[config.mk]
export PLATFORM = sky130hd
export DESIGN_NAME = regfile_wb_arbiter
export DESIGN_NICKNAME = d
export VERILOG_FILES = /design/src/rtl/regfile_arb_pkg.sv /design/src/rtl/regfile_wb_arbiter_wb_fifo.sv /design/src/rtl/regfile_wb_arbiter.sv
export SDC_FILE = /design/constraint.sdc
export NUM_CORES = 1
export LEC_CHECK = 0
export CORE_MARGIN = 3
export CORE_UTILIZATION = 47
export CTS_CLUSTER_SIZE = 16
export DETAILED_ROUTE_END_ITERATION = 16
export PLACE_DENSITY = 0.83
export SLEW_MARGIN = 10
export SYNTH_ARGS = -nofsm -noshare
export SYNTH_HDL_FRONTEND = slang
export SYNTH_SLANG_ARGS = --single-unit
[constraint.sdc]
create_clock -name clk -period 4.4 [get_ports clk]
set_input_delay 0.88 -clock clk [delete_from_list [all_inputs] [get_ports clk]]
set_output_delay 0.88 -clock clk [all_outputs]
set_load 0.05 [all_outputs]
[src/rtl/regfile_arb_pkg.sv]
// Shared types for the register-file write-port arbiter: grant encoding,
// the default-width queue entry layout and the starvation counter width.
package regfile_arb_pkg;

   typedef enum logic [1:0] {
      GNT_NONE = 2'd0,
      GNT_A    = 2'd1,
      GNT_B    = 2'd2
   } grant_e;

   // Starvation counter width; STARVE_LIMIT must fit (<= 255).
   localparam int STARVE_CNT_W = 8;

   localparam int DEF_ADDRESS_WIDTH = 5;
   localparam int DEF_DATA_WIDTH    = 32;

   // Queue entry layout at the default widths; wb_fifo keeps the same field
   // order with its parameterised widths.
   typedef struct packed {
      logic                         valid;
      logic [DEF_ADDRESS_WIDTH-1:0] addr;
      logic [DEF_DATA_WIDTH-1:0]    data;
   } wb_entry_t;

endpackage

[src/rtl/regfile_wb_arbiter_wb_fifo.sv]
// Small queue of pending long-latency writebacks with per-entry
// invalidate-by-address and youngest-match forwarding for two read ports.
module wb_fifo #(
   parameter int ADDRESS_WIDTH = 5,
   parameter int DATA_WIDTH    = 32,
   parameter int FIFO_DEPTH    = 2
) (
   input  logic                     clk,
   input  logic                     rst,
   input  logic                     i_push,
   input  logic                     i_push_valid,
   input  logic [ADDRESS_WIDTH-1:0] i_push_addr,
   input  logic [DATA_WIDTH-1:0]    i_push_data,
   input  logic                     i_pop,
   input  logic                     i_inv_en,
   input  logic [ADDRESS_WIDTH-1:0] i_inv_addr,
   input  logic [ADDRESS_WIDTH-1:0] i_rd1_addr,
   input  logic [ADDRESS_WIDTH-1:0] i_rd2_addr,
   output logic                     o_empty,
   output logic                     o_full,
   output logic                     o_head_valid,
   output logic [ADDRESS_WIDTH-1:0] o_head_addr,
   output logic [DATA_WIDTH-1:0]    o_head_data,
   output logic                     o_fwd1_hit,
   output logic [DATA_WIDTH-1:0]    o_fwd1_data,
   output logic                     o_fwd2_hit,
   output logic [DATA_WIDTH-1:0]    o_fwd2_data
);

   localparam int PTR_W = $clog2(FIFO_DEPTH);
   localparam int CNT_W = PTR_W + 1;
   localparam logic [CNT_W-1:0] DEPTH_C = CNT_W'(FIFO_DEPTH);

   typedef struct packed {
      logic                     valid;
      logic [ADDRESS_WIDTH-1:0] addr;
      logic [DATA_WIDTH-1:0]    data;
   } entry_t;

   entry_t           r_mem [FIFO_DEPTH];
   logic [PTR_W-1:0] r_rd_ptr;
   logic [PTR_W-1:0] r_wr_ptr;
   logic [CNT_W-1:0] r_count;

   logic [DATA_WIDTH:0] w_fwd1;
   logic [DATA_WIDTH:0] w_fwd2;

   // A valid bit implies the slot is occupied: pops clear it, so the
   // forwarding search only needs to walk from head toward tail.
   always_ff @(posedge clk) begin
      if (rst) begin
         r_rd_ptr <= '0;
         r_wr_ptr <= '0;
         r_count  <= '0;
         for (int i = 0; i < FIFO_DEPTH; i++) begin
            r_mem[i].valid <= 1'b0;
         end
      end else begin
         for (int i = 0; i < FIFO_DEPTH; i++) begin
            if (i_inv_en && r_mem[i].valid && (r_mem[i].addr == i_inv_addr)) begin
               r_mem[i].valid <= 1'b0;
            end
         end
         if (i_pop) begin
            r_mem[r_rd_ptr].valid <= 1'b0;
            r_rd_ptr              <= r_rd_ptr + 1'b1;
         end
         if (i_push) begin
            r_mem[r_wr_ptr].valid <= i_push_valid;
            r_mem[r_wr_ptr].addr  <= i_push_addr;
            r_mem[r_wr_ptr].data  <= i_push_data;
            r_wr_ptr              <= r_wr_ptr + 1'b1;
         end
         case ({i_push, i_pop})
            2'b10:   r_count <= r_count + 1'b1;
            2'b01:   r_count <= r_count - 1'b1;
            default: r_count <= r_count;
         endcase
      end
   end

   // Walk oldest to youngest so the last match found is the youngest.
   function automatic logic [DATA_WIDTH:0] youngest_match(input logic [ADDRESS_WIDTH-1:0] rd);
      logic [PTR_W-1:0] idx;
      youngest_match = '0;
      for (int i = 0; i < FIFO_DEPTH; i++) begin
         idx = r_rd_ptr + PTR_W'(i);
         if ((CNT_W'(i) < r_count) && r_mem[idx].valid &&
             (r_mem[idx].addr == rd) && (rd != '0)) begin
            youngest_match = {1'b1, r_mem[idx].data};
         end
      end
   endfunction

   always_comb begin
      o_empty      = (r_count == '0);
      o_full       = (r_count == DEPTH_C);
      o_head_valid = r_mem[r_rd_ptr].valid && !o_empty;
      o_head_addr  = r_mem[r_rd_ptr].addr;
      o_head_data  = r_mem[r_rd_ptr].data;
      w_fwd1       = youngest_match(i_rd1_addr);
      w_fwd2       = youngest_match(i_rd2_addr);
      o_fwd1_hit   = w_fwd1[DATA_WIDTH];
      o_fwd1_data  = w_fwd1[DATA_WIDTH-1:0];
      o_fwd2_hit   = w_fwd2[DATA_WIDTH];
      o_fwd2_data  = w_fwd2[DATA_WIDTH-1:0];
   end

endmodule

[src/rtl/regfile_wb_arbiter.sv]
// Shares the register file write port between the in-order pipeline (A,
// priority) and a queued long-latency unit (B) with a starvation stall.
module regfile_wb_arbiter
   import regfile_arb_pkg::*;
#(
   parameter int ADDRESS_WIDTH = 5,
   parameter int DATA_WIDTH    = 32,
   parameter int FIFO_DEPTH    = 2,
   parameter int STARVE_LIMIT  = 4
) (
   input  logic                     clk,
   input  logic                     rst,
   input  logic                     a_we_i,
   input  logic [ADDRESS_WIDTH-1:0] a_addr_i,
   input  logic [DATA_WIDTH-1:0]    a_wd_i,
   input  logic                     b_valid_i,
   output logic                     b_ready_o,
   input  logic [ADDRESS_WIDTH-1:0] b_addr_i,
   input  logic [DATA_WIDTH-1:0]    b_wd_i,
   output logic                     stall_o,
   output logic                     rf_we_o,
   output logic [ADDRESS_WIDTH-1:0] rf_addr_o,
   output logic [DATA_WIDTH-1:0]    rf_wd_o,
   input  logic [ADDRESS_WIDTH-1:0] rd1_addr_i,
   input  logic [ADDRESS_WIDTH-1:0] rd2_addr_i,
   output logic                     fwd1_hit_o,
   output logic                     fwd2_hit_o,
   output logic [DATA_WIDTH-1:0]    fwd1_data_o,
   output logic [DATA_WIDTH-1:0]    fwd2_data_o,
   output logic                     busy_o
);

   localparam logic [STARVE_CNT_W-1:0] STARVE_MAX = STARVE_CNT_W'(STARVE_LIMIT);

   logic [STARVE_CNT_W-1:0] r_starve_cnt;

   grant_e                  w_grant;
   logic                    w_a_eff;
   logic                    w_head_ok;
   logic                    w_stall;
   logic                    w_push;
   logic                    w_push_valid;
   logic                    w_pop;
   logic                    w_inv_en;
   logic                    w_empty;
   logic                    w_full;
   logic                    w_head_valid;
   logic [ADDRESS_WIDTH-1:0] w_head_addr;
   logic [DATA_WIDTH-1:0]   w_head_data;
   logic                    w_fwd1_hit;
   logic                    w_fwd2_hit;
   logic [DATA_WIDTH-1:0]   w_fwd1_data;
   logic [DATA_WIDTH-1:0]   w_fwd2_data;

   wb_fifo #(
      .ADDRESS_WIDTH (ADDRESS_WIDTH),
      .DATA_WIDTH    (DATA_WIDTH),
      .FIFO_DEPTH    (FIFO_DEPTH)
   ) u_fifo (
      .clk          (clk),
      .rst          (rst),
      .i_push       (w_push),
      .i_push_valid (w_push_valid),
      .i_push_addr  (b_addr_i),
      .i_push_data  (b_wd_i),
      .i_pop        (w_pop),
      .i_inv_en     (w_inv_en),
      .i_inv_addr   (a_addr_i),
      .i_rd1_addr   (rd1_addr_i),
      .i_rd2_addr   (rd2_addr_i),
      .o_empty      (w_empty),
      .o_full       (w_full),
      .o_head_valid (w_head_valid),
      .o_head_addr  (w_head_addr),
      .o_head_data  (w_head_data),
      .o_fwd1_hit   (w_fwd1_hit),
      .o_fwd1_data  (w_fwd1_data),
      .o_fwd2_hit   (w_fwd2_hit),
      .o_fwd2_data  (w_fwd2_data)
   );

   always_comb begin
      w_a_eff   = a_we_i && (a_addr_i != '0);
      w_head_ok = !w_empty && w_head_valid;
      w_stall   = (r_starve_cnt == STARVE_MAX) && w_head_ok && w_a_eff;

      w_grant = GNT_NONE;
      if (rst) begin
         w_grant = GNT_NONE;
      end else if (w_stall) begin
         w_grant = GNT_B;
      end else if (w_a_eff) begin
         w_grant = GNT_A;
      end else if (w_head_ok) begin
         w_grant = GNT_B;
      end

      rf_we_o   = 1'b0;
      rf_addr_o = '0;
      rf_wd_o   = '0;
      case (w_grant)
         GNT_A: begin
            rf_we_o   = 1'b1;
            rf_addr_o = a_addr_i;
            rf_wd_o   = a_wd_i;
         end
         GNT_B: begin
            rf_we_o   = 1'b1;
            rf_addr_o = w_head_addr;
            rf_wd_o   = w_head_data;
         end
         default: ;
      endcase

      stall_o   = !rst && w_stall;
      // An invalidated head is discarded without using the write port.
      w_pop     = (w_grant == GNT_B) || (!rst && !w_empty && !w_head_valid);
      b_ready_o = !rst && !w_full;
      w_push    = b_valid_i && b_ready_o;
      // A same-cycle A write to the same register is younger, so B's value is dead.
      w_push_valid = (b_addr_i != '0) && !((w_grant == GNT_A) && (a_addr_i == b_addr_i));
      w_inv_en  = (w_grant == GNT_A);
      busy_o    = !rst && !w_empty;

      fwd1_hit_o  = !rst && w_fwd1_hit;
      fwd2_hit_o  = !rst && w_fwd2_hit;
      fwd1_data_o = rst ? '0 : w_fwd1_data;
      fwd2_data_o = rst ? '0 : w_fwd2_data;
   end

   always_ff @(posedge clk) begin
      if (rst) begin
         r_starve_cnt <= '0;
      end else if (w_pop || w_empty) begin
         r_starve_cnt <= '0;
      end else if (w_head_ok && (w_grant != GNT_B) && (r_starve_cnt != STARVE_MAX)) begin
         r_starve_cnt <= r_starve_cnt + 1'b1;
      end
   end

endmodule

==> results of run 1 <==
## registers in the layout (all words and copies together) (netlist names), named ones only
| signal | flops |
|---|---|
| u_fifo.r_rd_ptr | 1 |
| u_fifo.r_wr_ptr | 1 |
| u_fifo.r_mem | 76 |
| u_fifo.r_count | 2 |
| r_starve_cnt | 8 |
## cell usage after synthesis (3+ instances only)
library cell  count  area share
ha_1              8       0.017
xor2_1           33       0.049
or3_1             4      0.0042
nor2_1           99       0.063
o21ai_0           6      0.0051
or2_0             3      0.0032
or2_1            16       0.017
buf_2             8      0.0068
or4_1             6      0.0076
nand4_1          10       0.011
nand3_1           5      0.0042
a21oi_2          16       0.024
xnor2_1          10       0.015
edfxtp_1         76        0.39
nand2b_1          6      0.0064
a21oi_1          11      0.0093
buf_6             6       0.011
nor3_1            4      0.0034
a211oi_1         20       0.025
mux2_2           45       0.086
inv_1            12      0.0076
buf_1             5      0.0032
nor4_1            5      0.0053
a22oi_1          32       0.041
clkbuf_1         19       0.012
mux2i_1          55       0.093
dfxtp_1          13       0.044
nand2_1          28       0.018
## how the worst max path moves through the flow
stage             startpoint        endpoint  slack (ns)  cells past startpoint
2_1_floorplan    a_addr_i[2]      rf_wd_o[0]        0.20                      9
3_3_place_gp   rd1_addr_i[3]  fwd1_data_o[1]        0.19                      8
3_5_place_dp   rd1_addr_i[3]  fwd1_data_o[1]        0.16                      8
4_1_cts          a_addr_i[2]      rf_wd_o[5]        0.11                     11
5_1_grt          a_addr_i[2]      rf_wd_o[8]      -0.004                     11
6_report       rd1_addr_i[3]  fwd1_data_o[1]        0.16                      8
## what timing repair did
item / in CTS / in global routing
endpoints found under the setup margin: 0 / 9
setup buffers: 0 / 0
resized for setup: 0 / 7
## critical path, cell delays in order
cell and delay, ns:
clkdlybuf4s50_1 0.54, xor2_1 0.16, nand4_1 0.12, or4_2 0.72, buf_12 0.23, or2_2 0.29, a21oi_1 0.24, buf_12 0.18
## metal layers
metal / share of wire / wire, um / up-vias
met1: 0.38 / 7250 / 2613
met4: 0.048 / 915 / 0
met3: 0.073 / 1400 / 64
li1: - / - / 2446
met2: 0.50 / 9620 / 249
met5: 0 / 0 / -
## metrics by stage
step	utilization	hold slack [ns]	setup TNS [ns]	area (um^2)
floorplan	-	0.458	0	5900
global placement	0.730	0.469	0	8870
detailed placement	0.730	0.493	0	8870
CTS	0.753	0.506	0	9160
global route	0.755	0.544	-0.00752	9190
finish	0.755	0.504	0	9190
## cells by family (layout without fill, tap and decap cells)
| logic type | Yosys count | after routing | synth area share |
|---|---|---|---|
| compound gates | 88 | 88 | 0.109 |
| xor+xnor | 43 | 43 | 0.0639 |
| fa+ha+maj | 8 | 8 | 0.0170 |
| buf+inv | 52 | 244 | 0.0433 |
| flops | 89 | 89 | 0.431 |
| mux | 102 | 102 | 0.185 |
| other cells | 0 | 1 | 0 |
| simple gates | 190 | 190 | 0.150 |
## final cells by class
cell class	count	area, um^2
Clock inverter	6	38.8
Multi-Input combinational cell	431	3130
Fill cell	746	2980
Antenna cell	1	2.50
Tap cell	168	210
Clock buffer	10	250
Sequential cell	89	2540
Timing Repair Buffer	216	2960
Inverter	12	45.0
## power breakdown
group	internal, uW	total [uW]	leakage [uW]	switching, uW
Combinational	571	1310	0.00237	735
Clock	417	754	0.000144	337
Sequential	1000	1070	0.000805	67.6
Total	1990	3130	0.00332	1140
==> flow_summary.toml, run 1 <==
[die]
core_area_um2 = 12200
chipHeight_um = 118
die_w_um = 118
dieArea_um2 = 13900
row_count = 40
ios = 195
start_util = 0.485

[power]
power.total_uw = 3130
ir_worst_vdd_uv = 237
p_per_area_nw_per_um2 = 341
p_leak_uw = 0.00332

[placement]
placed_cells = 916
io_buffer_count = 194
pre_cts_ws_ns = 0.161
finalWeightedCongestion = 0.897
dp_hpwl_um = 13900

[sta]
rsz0062_at_grt = "yes"
finalCritPeriodShare = 0.964
fmax_mhz = 236
worst_pin_slew_ns = 0.846
final_hold_viol_count = 0
period_needed_ns = 4.24
max_slew_margin = 0.435
setup_violations = 0
maxSlewViolCount = 0
fin_skew_ns = 0.00540
fin_ws_ns = 0.158

[critical_path]
r2r-end = "r_starve_cnt[7]"
crit_type = "in2out"
rr_startpoint = "r_starve_cnt[0]"
reg2reg_depth = 14
critPathCaptureType = "output port"
crit_required_ns = 3.52
reg2reg_slack_ns = 1.03
crit_path_max_fanout = 51
cp.arrival_ns = 3.36
critPathLaunchType = "input pin"

[clock_network]
hold_buffers = 0
clockRootBuffer = "clkbuf_16"
cts_tree = "done"
cts_buffers = 9
cts.sink_count = 89
clk_latency_ns = 0.34
cts_max_level = 3
clkTransAtPathRegs_ns = 0.07
cts_max_path_buffers = 2

[status]
status = "finished, final reports clean"

[layout]
layout_commonest_cell = "nor2_1"
drive_above_1_share = 0.288
layout_common_cells = "nor2_1 (93), clkdlybuf4s50_1 (90), buf_12 (89), edfxtp_1 (76), mux2i_1 (55)"
finalNonFillerCells = 933
syn2layout_area_growth_pct = 55.7
layout.nets = 855

[global_routing]
grtUsageMet1 = 0.315
grt_pass1_vias = 5741
use_met2 = 0.466
grt_pass1_wl_um = 30000
grt_antenna_before_repair = 1
gr-max-usage-layer = "met2"
track_usage = 0.270
grt_max_degree = 52
grt_use_met3 = 0.0533
grt_overflow_total = 0

[route]
vias_per_cell = 5.76
routedWlPerCell_um = 20.6
antenna_left = 0
routed_wl_um = 19200
drt_iter0_drc = 354
num_vias = 5372
drt_first_pass_iters = 8
drt_drc_violations_left = 0

[yosys]
synth_edf_count = 76
synth_cell_type_count = 39
ys.flop_type = "edfxtp_1"
syn_area_um2 = 5900
yosysWarnings = 0
ys_seq_elements = 89
synth_area_per_cell_um2 = 10.3
async_flop_share = 0
synthCells = 572
syn_nets = 668
ys_seq_area_frac = 0.431

[run]
cap_viol_max_count = 0

[min_path]
whs_endpoint = "r_starve_cnt[6]"
min-delay-start = "r_starve_cnt[6]"
hold_path_class = "reg2reg"
hold-path-cell-count = 2
(Power assumes the default switching activity.)
==> inputs of run 2 (changes only) <==
Settings changed: CORE_MARGIN 3 to default.
==> flow_summary.toml, run 2 (synthesized netlist as in run 1, its figures left out) <==
[route]
num_vias = 5283
drt_drc_violations_left = 0
antenna_left = 0
drt_iter0_drc = 302
drt_first_pass_iters = 6
routedWlPerCell_um = 20.0
routed_wl_um = 18700
vias_per_cell = 5.66

[clock_network]
cts_buffers = 9
cts_max_level = 3
hold_buffers = 0
clockRootBuffer = "clkbuf_16"
cts_tree = "done"
clk_latency_ns = 0.34
cts_max_path_buffers = 2
clkTransAtPathRegs_ns = 0.06
cts.sink_count = 89

[die]
die_w_um = 114
core_area_um2 = 12100
ios = 195
start_util = 0.487
dieArea_um2 = 13000
chipHeight_um = 114
row_count = 40

[global_routing]
grt_antenna_before_repair = 0
grt_overflow_total = 0
grt_pass1_wl_um = 28700
grt_max_degree = 52
grt_pass1_vias = 5432
track_usage = 0.289

[layout]
syn2layout_area_growth_pct = 60.3
layout_commonest_cell = "buf_12"
finalNonFillerCells = 934
n_antenna_cell = 0
top_regs = "u_fifo.r_mem (76), r_starve_cnt (8), u_fifo.r_count (2)"
largest_reg_flops = 76
drive_above_1_share = 0.281
layout.nets = 857
fillCellCount = 751
layout_common_cells = "buf_12 (110), nor2_1 (98), clkdlybuf4s50_1 (90), edfxtp_1 (76), mux2i_1 (55)"
regMostFlops = "u_fifo.r_mem"

[sta]
worst_pin_slew_ns = 0.739
period_needed_ns = 4.27
rsz0062_at_grt = "no"
final_hold_viol_count = 0
setup_violations = 0
max_slew_margin = 0.506
fin_skew_ns = 0.00543
maxSlewViolCount = 0
fmax_mhz = 234
setup_tns_ns = 0
finalCritPeriodShare = 0.970
whs_ns = 0.518

[placement]
placed_cells = 918
dp_hpwl_um = 13700
finalWeightedCongestion = 0.899
io_buffer_count = 194

[critical_path]
crit_type = "in2out"
critPathCaptureType = "output port"
crit_path_max_fanout = 51
cp.arrival_ns = 3.39
crit_required_ns = 3.52
critPathLaunchType = "input pin"

[power]
seq_power_share = 0.339
p_clk_frac = 0.241
p_leak_uw = 0.00339
sw_frac_of_total = 0.354
p_int_uw = 2030
p_sw_uw = 1110
ir_worst_vdd_uv = 234
p_per_area_nw_per_um2 = 333
combinationalPowerShare = 0.420

[run]
cap_viol_max_count = 0

[status]
status = "finished, final reports clean"

[min_path]
hold_path_class = "reg2reg"
## run 2: layer usage
layer,track usage,share of wire
met3,0.0409,0.055
met1,0.348,0.39
met5,0,0
met4,0.132,0.032
met2,0.512,0.52
## run 2: worst paths after layout
check,from,cells after the start,slack [ns],to
min reg2reg,r_starve_cnt[5],2,0.52,r_starve_cnt[5]
max reg2reg,r_starve_cnt[0],13,1.10,r_starve_cnt[5]
min,r_starve_cnt[5],2,0.52,r_starve_cnt[5]
max,rd1_addr_i[3],8,0.13,fwd1_data_o[1]
## run 2: repair_timing
action,4_1_cts,5_1_grt
setup buffers,0,0
resized for setup,0,2
endpoints found under the setup margin,0,2
## run 2: critical path, stage by stage
cell,delay (ns)
clkdlybuf4s50_1,0.53
xor2_1,0.17
nand4_1,0.12
or4_2,0.72
buf_12,0.22
or2_2,0.31
a21oi_1,0.24
buf_12,0.18
## run 2: layout make-up
cell class / count / area, um^2 / area share
Clock buffer: 14 / 285 / 0.0302
Clock inverter: 2 / 10.0 / 0.00106
Inverter: 12 / 45.0 / 0.00476
Multi-Input combinational cell: 431 / 3120 / 0.330
Sequential cell: 89 / 2540 / 0.269
Tap cell: 168 / 210 / 0.0222
Timing Repair Buffer: 218 / 3240 / 0.343
## run 2: metrics by stage
stage	cell area, um^2	utilization	total power (uW)	worst slack [ns]
detailed placement	9150	0.756	2390	0.120
global placement	9150	0.756	2350	0.184
floorplan	5900	-	1950	0.200
CTS	9450	0.780	3140	0.113
finish	9450	0.781	3140	0.134
global route	9450	0.781	3270	0.00814
## run 2: power by group through the flow
stage / registers [uW] / clock network (uW) / logic [uW]
after floorplan: 1050 / 0 / 896
after global placement: 1070 / 0 / 1270
after detailed placement: 1080 / 0 / 1300
after CTS: 1060 / 763 / 1320
after global routing: 1070 / 791 / 1400
final: 1070 / 759 / 1320
